`src/rtl/serial_adder.sv`:
```
// Bit-serial adder: one full-add per clock from the operand LSBs upward.
// Result and carry-out are registered and held until the next addition completes.
module serial_adder #(
   parameter int unsigned N = 8
) (
   input  logic         clk,
   input  logic         rst,
   input  logic         start,
   input  logic [N-1:0] a,
   input  logic [N-1:0] b,
   input  logic         cin,
   output logic         busy,
   output logic         done,
   output logic [N-1:0] sum,
   output logic         cout
);

   localparam int unsigned CW = $clog2(N + 1);

   typedef enum logic [1:0] {IDLE, SHIFT, DONE} state_t;

   state_t         state, state_next;
   logic [N-1:0]   a_sr, b_sr, psum, psum_next;
   logic           carry, carry_next, bit_sum;
   logic [CW-1:0]  cnt;
   logic           load, step, last;

   // Next-state decode plus the one-bit full adder feeding the partial sum
   always_comb begin
      state_next = state;
      load       = 1'b0;
      step       = 1'b0;
      last       = 1'b0;
      bit_sum    = a_sr[0] ^ b_sr[0] ^ carry;
      carry_next = (a_sr[0] & b_sr[0]) | (carry & (a_sr[0] ^ b_sr[0]));
      psum_next  = (psum >> 1) | (N'(bit_sum) << (N - 1));
      case (state)
         IDLE: begin
            if (start) begin
               load       = 1'b1;
               state_next = SHIFT;
            end
         end
         SHIFT: begin
            step = 1'b1;
            if (cnt == CW'(N - 1)) begin
               last       = 1'b1;
               state_next = DONE;
            end
         end
         DONE:    state_next = IDLE;
         default: state_next = IDLE;
      endcase
   end

   always_ff @(posedge clk) begin
      if (rst) begin
         state <= IDLE;
         busy  <= 1'b0;
         done  <= 1'b0;
         sum   <= '0;
         cout  <= 1'b0;
         a_sr  <= '0;
         b_sr  <= '0;
         psum  <= '0;
         carry <= 1'b0;
         cnt   <= '0;
      end else begin
         state <= state_next;
         busy  <= (state_next == SHIFT);
         done  <= (state_next == DONE);
         if (load) begin
            a_sr  <= a;
            b_sr  <= b;
            psum  <= '0;
            carry <= cin;
            cnt   <= '0;
         end
         if (step) begin
            a_sr  <= a_sr >> 1;
            b_sr  <= b_sr >> 1;
            psum  <= psum_next;
            carry <= carry_next;
            cnt   <= cnt + CW'(1);
         end
         // Final bit: publish the completed sum directly from the adder path
         if (last) begin
            sum  <= psum_next;
            cout <= carry_next;
         end
      end
   end

endmodule

```
`config.mk`:
```
export PLATFORM = sky130hd
export DESIGN_NAME = serial_adder
export DESIGN_NICKNAME = d
export VERILOG_FILES = /design/src/rtl/serial_adder.sv
export SDC_FILE = /design/constraint.sdc
export NUM_CORES = 1
export LEC_CHECK = 0
export CAP_MARGIN = 10
export CORE_MARGIN = 2
export CORE_UTILIZATION = 30
export DETAILED_ROUTE_END_ITERATION = 8
export GPL_ROUTABILITY_DRIVEN = 0
export HOLD_SLACK_MARGIN = 0.12
export PLACE_DENSITY = 0.6
export RECOVER_POWER = 100
export SYNTH_ARGS = -nofsm -noshare
export SYNTH_HDL_FRONTEND = slang
export SYNTH_SLANG_ARGS = --single-unit
```
`constraint.sdc`:
```
create_clock -name clk -period 2 [get_ports clk]
set_input_delay 0.4 -clock clk [delete_from_list [all_inputs] [get_ports clk]]
set_output_delay 0.4 -clock clk [all_outputs]
set_load 0.02 [all_outputs]
```
==> summary.md, run 1 <==
| Metric | Value |
|---|---|
| Status | `finished, final reports clean` |
| Final period utilization | `0.8543` |
| Share of layout cells above drive strength 1 | `0.1362` |
| Psw | `0.3966 mW` |
| Flop-to-flop setup slack | `0.38 ns` |
| Seq pwr share | `0.538` |
| FF-to-FF Start | `state[0]$_SDFF_PP0_` |
| Grt total ovfl | `0` |
| Post-route DRC | `0` |
| Cts bufs inserted | `5` |
| Clock power share | `0.333` |
| Worst path max stage delay | `0.67 ns` |
| Post-Syn Area | `1824 um2` |
| IO Count | `31` |
| Drt pass-1 iters | `6` |
| Hold Crit Start | `psum[1]$_SDFFE_PP0P_` |
| Final net count | `235` |
| Pint | `1.229 mW` |
| YS warnings | `0` |
| Reg2reg end | `state[1]$_SDFF_PP0_` |
| CTS tree | `yes` |
| Setup_tns | `0 ns` |
| Crit Path Class | `flop to primary output` |
| Most common cell after layout, fill and taps aside | `dfxtp_1` |
| Initial drt markers | `82` |
| Worst hold endpoint | `sum[0]$_SDFFE_PP0P_` |
| DP Cell Count | `281` |
| Hold Path Class | `flop to flop` |
| Fin. max-slew vios | `0` |
| Area growth, synth to finish | `21.54%` |
| Final Skew | `0.004542 ns` |
| First-pass GRT wire length | `6161 um` |
| Sink Count | `41` |
| Crit path cell chain | `dlygate4sd3_1` |
| Max-cap violation count | `0` |
| Largest net degree at the start of global routing | `42` |
| Most Crowded Layer GR | `met2` |
| Post-synthesis register bit count | `41` |
| Port bufs | `30` |
| Diodes inserted | `0` |
| Buf/Inv on CP | `1` |
| Post-CTS Setup Bufs | `0` |
| WL final | `3667 um` |
| Synth Instances | `186` |
| Routing usage on met1 | `0.1547` |
| Netlist cell types | `36` |
| Util after Layout | `0.3767` |
| Antenna violations before repair | `0` |
| Synthesized Nets | `208` |
| CTS max path bufs | `2` |
| Htree depth | `2` |
| Vias in the first global route | `1,324` |
| CP Max Fanout | `2` |
| Rows | `28` |
| Tot Pwr | `1.625 mW` |
| Fin. Hold Viols | `0` |
| GR Util met2 | `0.1797` |
| # fillers | `612` |
| Clock root cell | `clkbuf_8` |
| Most frequent cells in the layout | `dfxtp_1, nor2_1, clkdlybuf4s50_1` |
| VDD IR max | `285.1 uV` |
| Clock latency on the worst-skew pair | `0.29 ns` |
| Die height | `81.98 um` |
| Final non-filler cell total | `288` |
| Register area share after synthesis | `0.4499` |
| Die W | `81.98 um` |
| Switch share | `0.2441` |
| P_leak | `0.8201 nW` |
| Tot GR Track Use | `0.1180` |
| CP endpoint kind | `primary output` |
| Crit start category | `flop` |
| CP Data Required Time | `1.60 ns` |
| CTS Hold Buffers Added | `0` |
| Data arrival time at the worst-slack endpoint | `1.31 ns` |
| Reg2reg path depth | `5` |
| Worst slew pin tran | `0.5543 ns` |
| PostCTS Resize Cnt | `0` |
| Die area | `6721 um2` |
| Highest clock rate | `585.3 MHz` |
| Routed via count | `1,437` |
| Reg area | `820.8 um2` |
| Starting Density | `0.3099` |
| Syn avg cell area | `9.808 um2` |
| Gate power share | `0.129` |
| Area of the multi-input gates | `844.6 um2` |
| Final Cell Area | `2217 um2` |
| Count of antenna-violating nets left after detailed routing | `0` |
| Hold path cells | `2` |
| Core Region | `5886 um2` |
| Pwr Density | `733.0 nW/um2` |
| DP HPWL | `2368 um` |
| Clock transition at the registers of the reported paths | `0.07 ns` |
| Vias/cell | `4.990` |
| Final setup viols | `0` |
| CP delay by family, top | `buffers and inverters` |
| Min cycle time layout | `1.709 ns` |
| Critical path's slowest cell | `dlygate4sd3_1` |
| DR WL/cell | `12.73 um` |
| Met3 Use GR | `0.03407` |
| Rel. slew slack | `0.6301` |
| RSZ-0062 raised after global routing | `no` |
| Placed inst area | `2142 um2` |
## area by class of cell
cell class | instances | share of cell area
repair buffers | 36 | 0.1591
multi-input cells | 124 | 0.3809
inverters | 5 | 0.008465
well taps | 75 | 0.04232
flip-flops and latches | 41 | 0.3702
clock buffers | 7 | 0.03894
## per-stage QoR
| step | hold WS, ns | setup slack (ns) |
|---|---|---|
| after CTS | 0.4824 | 0.3441 |
| final | 0.4702 | 0.2914 |
| after global placement | 0.4684 | 0.2850 |
| after floorplan | 0.4432 | 0.7317 |
| after global routing | 0.5115 | 0.1824 |
| after detailed placement | 0.4653 | 0.2649 |
## registers in the layout (all words and copies together) (netlist names)
name,cells
a_sr,8
b_sr,8
sum,8
psum,7
cnt,4
state,2
busy,1
carry,1
cout,1
done,1
## cells by family after synthesis
family                     after synthesis  share of synthesized area
AOI/OAI and AO/OA                       66                     0.3052
adders and majority gates                2                    0.01783
buffers and inverters                   21                    0.08367
DFF                                     41                     0.4499
and+or+nand+nor                         56                     0.1434
## cell usage after synthesis
cell type,number,area [um2]
o21ai_0,2,10.01
buf_4,3,22.52
a21oi_2,2,17.52
buf_12,1,20.02
a31oi_1,1,6.260
fa_1,1,20.02
inv_2,1,3.750
a21oi_1,8,40.04
a221oi_1,3,26.28
or2b_2,1,8.760
nor2b_2,1,8.760
ha_1,1,12.51
and2_4,1,8.760
o21bai_4,1,18.77
a21bo_1,3,30.03
o2bb2ai_1,10,87.58
a211oi_2,7,87.58
and3b_1,1,8.760
nand2b_1,1,6.260
clkbuf_1,5,18.77
or3_1,1,6.260
o22ai_1,4,25.02
nor2b_1,3,18.77
a22oi_1,9,67.56
o21ba_4,1,16.27
buf_2,1,5.000
nand2_1,3,11.26
nor2_1,33,123.9
a2bb2oi_1,1,8.760
dfxtp_1,41,820.8
inv_1,4,15.01
nor3b_1,2,15.01
nand3_1,9,45.04
buf_6,6,67.56
a21bo_2,4,40.04
a211oi_1,10,75.07
## power groups by stage
stage	sequential (mW)	combinational [mW]	clock, mW
after floorplan	0.889	0.155	0
after global placement	0.892	0.214	0
after detailed placement	0.893	0.214	0
after CTS	0.874	0.216	0.557
after global routing	0.878	0.236	0.579
final	0.874	0.210	0.542
## per-layer routing
layer	wire (um)	part of all wire	up-vias
met5	0	0	-
met4	80	0.022	0
met3	154	0.042	6
met2	1648	0.45	21
met1	1783	0.49	687
li1	-	-	723
## how the worst max path moves through the flow
stage | to | startpoint | cells after the start
finish | sum[7] | sum[7]$_SDFFE_PP0P_ | 1
CTS | sum[7] | sum[7]$_SDFFE_PP0P_ | 1
detailed placement | b_sr[7]$_SDFFE_PP0P_ | start | 5
floorplan | sum[7]$_SDFFE_PP0P_ | cnt[0]$_SDFFE_PP0P_ | 6
global route | done$_SDFF_PP0_ | state[0]$_SDFF_PP0_ | 5
global placement | a_sr[5]$_SDFFE_PP0P_ | start | 5
Note: power is estimated with default switching activity, not from simulation.
==> run 2, diff against run 1 <==
--- a/config.mk
+++ b/config.mk
@@ -9,7 +9,7 @@
 export CORE_MARGIN = 2
 export CORE_UTILIZATION = 30
 export DETAILED_ROUTE_END_ITERATION = 8
-export GPL_ROUTABILITY_DRIVEN = 0
+export GPL_ROUTABILITY_DRIVEN = 1
 export HOLD_SLACK_MARGIN = 0.12
 export PLACE_DENSITY = 0.6
 export RECOVER_POWER = 100
==> results of run 2 <==
Final layout, timing and power as in run 1 (identical DEF).
